==> src/rtl/uart_tx_framer_if.sv <==
// Word handshake between the UART front end and the transmit framer.
// The frame configuration travels with the word so it can be latched on accept.
interface uart_tx_framer_if;
    logic       tx_valid;
    logic       tx_ready;
    logic [7:0] tx_data;
    logic [1:0] data_length;
    logic [2:0] parity_type;
    logic       stop_bits;

    modport master (
        output tx_valid, tx_data, data_length, parity_type, stop_bits,
        input  tx_ready
    );

    modport slave (
        input  tx_valid, tx_data, data_length, parity_type, stop_bits,
        output tx_ready
    );
endinterface

==> src/rtl/uart_tx_framer.sv <==
// UART transmit framer: start bit, 5-8 data bits LSB first, optional parity,
// 1 or 2 stop bits, each CLKS_PER_BIT cycles wide; tx is a registered output.
module uart_tx_framer #(
    parameter int CLKS_PER_BIT = 434
) (
    input  logic            clk,
    input  logic            rst,
    uart_tx_framer_if.slave tx_if,
    output logic            tx,
    output logic            busy,
    output logic            parity_out
);

    localparam int            CW       = (CLKS_PER_BIT > 1) ? $clog2(CLKS_PER_BIT) : 1;
    localparam logic [CW-1:0] CNT_LAST = CW'(CLKS_PER_BIT - 1);

    typedef enum logic [2:0] {IDLE, START, DATA, PARITY, STOP} state_e;

    state_e        state_q, state_d;
    logic [CW-1:0] cnt_q, cnt_d;
    logic [2:0]    bit_q, bit_d;
    logic [2:0]    last_bit_q, last_bit_d;
    logic [7:0]    shift_q, shift_d;
    logic          par_en_q, par_en_d;
    logic          par_q, par_d;
    logic          stop2_q, stop2_d;
    logic          stop_idx_q, stop_idx_d;
    logic          tx_q, tx_d;

    logic [7:0]    mask;
    logic [7:0]    data_m;
    logic          par_calc;
    logic          par_en_calc;
    logic          bit_end;

    // Width mask and parity are evaluated on the live inputs; they only matter on accept.
    always_comb begin
        mask        = 8'hFF;
        par_calc    = 1'b0;
        par_en_calc = 1'b0;
        case (tx_if.data_length)
            2'b00:   mask = 8'h1F;
            2'b01:   mask = 8'h3F;
            2'b10:   mask = 8'h7F;
            default: mask = 8'hFF;
        endcase
        data_m = tx_if.tx_data & mask;
        case (tx_if.parity_type)
            3'b001:  begin par_calc = ~^data_m; par_en_calc = 1'b1; end
            3'b010:  begin par_calc = ^data_m;  par_en_calc = 1'b1; end
            3'b011:  begin par_calc = 1'b1;     par_en_calc = 1'b1; end
            3'b100:  begin par_calc = 1'b0;     par_en_calc = 1'b1; end
            default: begin par_calc = 1'b0;     par_en_calc = 1'b0; end
        endcase
    end

    always_comb begin
        state_d    = state_q;
        bit_d      = bit_q;
        last_bit_d = last_bit_q;
        shift_d    = shift_q;
        par_en_d   = par_en_q;
        par_d      = par_q;
        stop2_d    = stop2_q;
        stop_idx_d = stop_idx_q;
        bit_end    = (cnt_q == CNT_LAST);
        cnt_d      = bit_end ? '0 : cnt_q + 1'b1;
        tx_d       = 1'b1;

        unique case (state_q)
            IDLE: begin
                cnt_d = '0;
                if (tx_if.tx_valid) begin
                    state_d    = START;
                    shift_d    = data_m;
                    last_bit_d = {1'b1, tx_if.data_length};  // N-1 = 4 + data_length
                    par_d      = par_calc;
                    par_en_d   = par_en_calc;
                    stop2_d    = tx_if.stop_bits;
                    bit_d      = '0;
                    stop_idx_d = 1'b0;
                end
            end
            START: begin
                if (bit_end) state_d = DATA;
            end
            DATA: begin
                if (bit_end) begin
                    if (bit_q == last_bit_q) begin
                        state_d = par_en_q ? PARITY : STOP;
                    end else begin
                        bit_d   = bit_q + 3'd1;
                        shift_d = shift_q >> 1;
                    end
                end
            end
            PARITY: begin
                if (bit_end) state_d = STOP;
            end
            STOP: begin
                if (bit_end) begin
                    if (stop2_q && !stop_idx_q) stop_idx_d = 1'b1;
                    else                        state_d    = IDLE;
                end
            end
            default: state_d = IDLE;
        endcase

        // Line level is derived from the next state so tx lines up with state_q.
        unique case (state_d)
            START:   tx_d = 1'b0;
            DATA:    tx_d = shift_d[0];
            PARITY:  tx_d = par_d;
            default: tx_d = 1'b1;
        endcase
    end

    always_ff @(posedge clk or negedge rst) begin
        if (!rst) begin
            state_q    <= IDLE;
            cnt_q      <= '0;
            bit_q      <= '0;
            last_bit_q <= '0;
            shift_q    <= '0;
            par_en_q   <= 1'b0;
            par_q      <= 1'b0;
            stop2_q    <= 1'b0;
            stop_idx_q <= 1'b0;
            tx_q       <= 1'b1;
        end else begin
            state_q    <= state_d;
            cnt_q      <= cnt_d;
            bit_q      <= bit_d;
            last_bit_q <= last_bit_d;
            shift_q    <= shift_d;
            par_en_q   <= par_en_d;
            par_q      <= par_d;
            stop2_q    <= stop2_d;
            stop_idx_q <= stop_idx_d;
            tx_q       <= tx_d;
        end
    end

    assign tx_if.tx_ready = (state_q == IDLE);
    assign busy           = (state_q != IDLE);
    assign tx             = tx_q;
    assign parity_out     = par_q;

endmodule

==> src/flat_wrapper.sv <==
// flat-port wrapper written by rule: the top's interface ports become plain ports
module uart_tx_framer_flat 
#(
    parameter int CLKS_PER_BIT = 434
)
  (clk, rst, tx, busy, parity_out, tx_if_tx_valid, tx_if_tx_data, tx_if_data_length, tx_if_parity_type, tx_if_stop_bits, tx_if_tx_ready);
  uart_tx_framer_if tx_if_i ();
  input  logic clk;
  input  logic rst;
  output logic tx;
  output logic busy;
  output logic parity_out;
  input wire logic [$bits(tx_if_i.tx_valid)-1:0] tx_if_tx_valid;
  input wire logic [$bits(tx_if_i.tx_data)-1:0] tx_if_tx_data;
  input wire logic [$bits(tx_if_i.data_length)-1:0] tx_if_data_length;
  input wire logic [$bits(tx_if_i.parity_type)-1:0] tx_if_parity_type;
  input wire logic [$bits(tx_if_i.stop_bits)-1:0] tx_if_stop_bits;
  output wire logic [$bits(tx_if_i.tx_ready)-1:0] tx_if_tx_ready;
  assign tx_if_i.tx_valid = tx_if_tx_valid;
  assign tx_if_i.tx_data = tx_if_tx_data;
  assign tx_if_i.data_length = tx_if_data_length;
  assign tx_if_i.parity_type = tx_if_parity_type;
  assign tx_if_i.stop_bits = tx_if_stop_bits;
  assign tx_if_tx_ready = tx_if_i.tx_ready;
  uart_tx_framer #(.CLKS_PER_BIT(CLKS_PER_BIT)) u_core (.clk(clk), .rst(rst), .tx_if(tx_if_i), .tx(tx), .busy(busy), .parity_out(parity_out));
endmodule
==> config.mk <==
export PLATFORM = sky130hd
export DESIGN_NAME = uart_tx_framer_flat
export DESIGN_NICKNAME = d
export VERILOG_FILES = /design/src/rtl/uart_tx_framer_if.sv /design/src/rtl/uart_tx_framer.sv /design/src/flat_wrapper.sv
export SDC_FILE = /design/constraint.sdc
export NUM_CORES = 1
export LEC_CHECK = 0
export CORE_AREA = 2 2 55 57
export CTS_CLUSTER_SIZE = 14
export DETAILED_ROUTE_END_ITERATION = 10
export DIE_AREA = 0 0 57 59
export GPL_ROUTABILITY_DRIVEN = 0
export PLACE_DENSITY = 0.84
export SYNTH_ARGS = -nofsm -noshare
export SYNTH_HDL_FRONTEND = slang
export SYNTH_SLANG_ARGS = --single-unit
export TNS_END_PERCENT = 50
==> constraint.sdc <==
create_clock -name clk -period 5.7 [get_ports clk]
set_clock_uncertainty 0.15 [all_clocks]
set_input_delay 0.855 -clock clk [delete_from_list [all_inputs] [get_ports clk]]
set_output_delay 0.855 -clock clk [all_outputs]
set_load 0.02 [all_outputs]
==> impl_results.md <==
* Run status: finished, final reports clean
* Core area at 0.00271 mm²
* Commonest cells in the netlist: dfrtp_1 (30), nand2_1 (30), nor2_1 (16), o21ai_0 (10), xor2_1 (8)
* DP HPWL at 2.19 mm
* Worst path max stage delay at 0.69 ns
* Area used by multi-input combinational logic at 747 µm²
* Worst r2r src: u_core.state_q[0]
* Fin crit share at 50.8%
* Worst Tran Pin Value at 0.575 ns
* CP endpoint kind: primary output
* Relative slew slack at 61.4%
* Slew Limit Fails at 0
* Global Route Usage Sum at 20.4%
* Max Cap Violations at 0
* Maximum VDD drop at 0.000179 V
* Syn Inst Count at 156
* Rows at 19
* Hold path startpoint: u_core.shift_q[6]
* Worst Hold Depth at 2
* GR Overflow Total at 0
* Avg Inst Size Synth at 10.0 µm²
* CTS tree: yes
* Num CTS Buffers at 5
* Htree depth at 2
* Fillers at 203
* Sequential share of the synthesized area at 49.6%
* #FFs+latches synth at 31
* Pleak at 0.832 nW
* Initial DRT Pass Iterations at 4
* Nets@finish at 201
* Worst path required time at 4.70 ns
* Final Hold Vio Count at 0
* Vias/cell at 5.68
* Diodes inserted at 0
* Hold_ws at 0.336 ns
* Setup CP Type: reg2out
* Crit path max-delay cell type: clkdlybuf4s50_1
* Share of cells above drive strength 1 at 9.34%
* Top-Level Pins at 21
* CP max FO at 7
* Final setup violation count at 0
* Number of global-route vias before repair at 1270
* # Post-CTS Setup Buffers at 0
* Post_cts resized at 0
* Reg2Reg Depth at 6
* Clock buffer depth at 2
* Internal at 0.313 mW
* Area leader, netlist: dfrtp_1
* DR vias at 1210
* Root Driver: clkbuf_4
* Die height at 59 µm
* Die area at 0.00336 mm²
* Initial DRC Count at 41
* Die X at 57 µm
* Count of buffers from port buffering at 20
* Initial Util at 57.8%
* TritonCTS Sinks at 31
* PwrDens at 214 mW/mm²
* Worst-path clk slew at 0.10 ns
* Layout Area Growth over Synthesis at 18.9%
* Top post-synthesis cells by area: dfrtp_1 (48%), nand2_1 (7.2%), xor2_1 (4.5%)
* Worst min path class: reg2reg
* Residual DRC count at 0
* Achievable frequency at 345 MHz
* FF+latch area at 777 µm²
* Clk pwr share at 36.3%
* First-pass GRT wire length at 5.26 mm
* Logic pwr share at 8.5%
* Yosys warns at 0
* CP startpoint kind: flop
* R2R Path End: u_core.tx
* Syn Nets at 176
* Setup TNS at 0 ns
* Mapped cell area at 0.00157 mm²
* Synth Flop Type: dfrtp_1
* Design Power at 0.398 mW
* Final WL at 3.05 mm
* Average wire per standard cell at 14.3 µm
* Final min period at 2.90 ns
* Library cells used by synthesis at 41
* RSZ-0062 raised after global routing: false
* Reg power frac at 55.2%
* Post-CTS Hold Buffers at 0
* Antenna Nets Post-Route at 0
* Hold EP: u_core.shift_q[6]
* Ys async rst share at 100%
* Register-to-register setup slack at 3.52 ns
* Worst-Skew Late Latency at 0.33 ns
* NetSw at 0.0851 mW
* Initial antenna violation count at 0
* Post-synth EDFFs at 0
* Crit-path cells: nor3_1 > clkdlybuf4s50_1
* Largest net degree at the start of global routing at 32
* Sw Ratio at 21.4%
* Post-synth top area share at 47.9%
* Critical Path AT at 1.89 ns
[sequential cells by signal (all words and copies together) (netlist names)]
signal             flops
u_core.cnt_q           9
u_core.tx              1
u_core.shift_q         8
u_core.stop_idx_q      1
u_core.parity_out      1
u_core.last_bit_q      3
u_core.par_en_q        1
u_core.state_q         3
u_core.stop2_q         1
u_core.bit_q           3
[cell type report]
class                      count  area share, %
sequential                    31           41.7
multi-input combinational    116           40.1
timing repair buffer          21           11.2
clock buffer                   8           3.70
tap                           31           2.08
inverter                       6           1.21
[worst max-delay path: cells and delay by family (launching register included)]
kind | cells | cell delay [ns]
and+or+nand+nor | 1 | 0.41
DFF | 1 | 0.47
buffers and inverters | 1 | 0.69
[metal layers]
layer / vias to the layer above / track usage [%] / part of all wire, %
met3: 6 / 6.77 / 4.8
met5: - / 0 / 0
met4: 0 / 7.97 / 1.7
met2: 20 / 36.8 / 50
met1: 593 / 22.4 / 43
li1: 591 / - / -
[per-stage QoR]
stage,cells,setup WS (ns),cell area (µm²),utilization (%)
floorplan,156,3.34,1570,-
global placement,205,2.91,1790,66.2
detailed placement,205,2.87,1790,66.2
CTS,213,2.78,1860,68.7
global route,213,2.71,1860,68.7
finish,213,2.80,1860,68.7
[cell families after synthesis]
kind of cell    Yosys count  share of synthesized area [%]
fa+ha+maj                 3                           2.40
flops                    31                           49.6
simple gates             67                           20.2
buf+inv                   9                           2.71
compound gates           28                           13.4
xor+xnor                 16                           10.3
mux                       2                           1.36
[power groups by stage]
stage                     clock, mW  combinational (mW)  sequential [mW]
after floorplan                   0              0.0145            0.224
after global placement            0              0.0337            0.224
after detailed placement          0              0.0342            0.224
after CTS                     0.151              0.0344            0.220
after global routing          0.157              0.0369            0.220
final                         0.144              0.0338            0.220
[cells in the final DEF, fill, tap and decap left out, types with 3 or more instances in the layout]
cell             count
dfrtp_1             30
ha_1                 3
nand3_1              4
xor2_1               8
nand2_1             30
clkbuf_4             5
nor2_1              16
nand4_1              4
a22oi_1              5
o21ai_0             10
clkdlybuf4s50_1     20
xnor2_1              6
inv_1                6
[worst max-delay path by stage]
stage | startpoint | end | slack (ns) | cells past startpoint
2_1_floorplan | u_core.state_q[0] | busy | 3.34 | 2
6_report | u_core.state_q[0] | tx_if_tx_ready | 2.80 | 2
3_3_place_gp | tx_if_data_length[1] | u_core.tx | 2.91 | 7
3_5_place_dp | tx_if_tx_data[4] | u_core.tx | 2.87 | 7
4_1_cts | u_core.state_q[0] | tx_if_tx_ready | 2.78 | 2
5_1_grt | u_core.state_q[0] | busy | 2.71 | 3
Note: power is estimated with default switching activity, not from simulation.
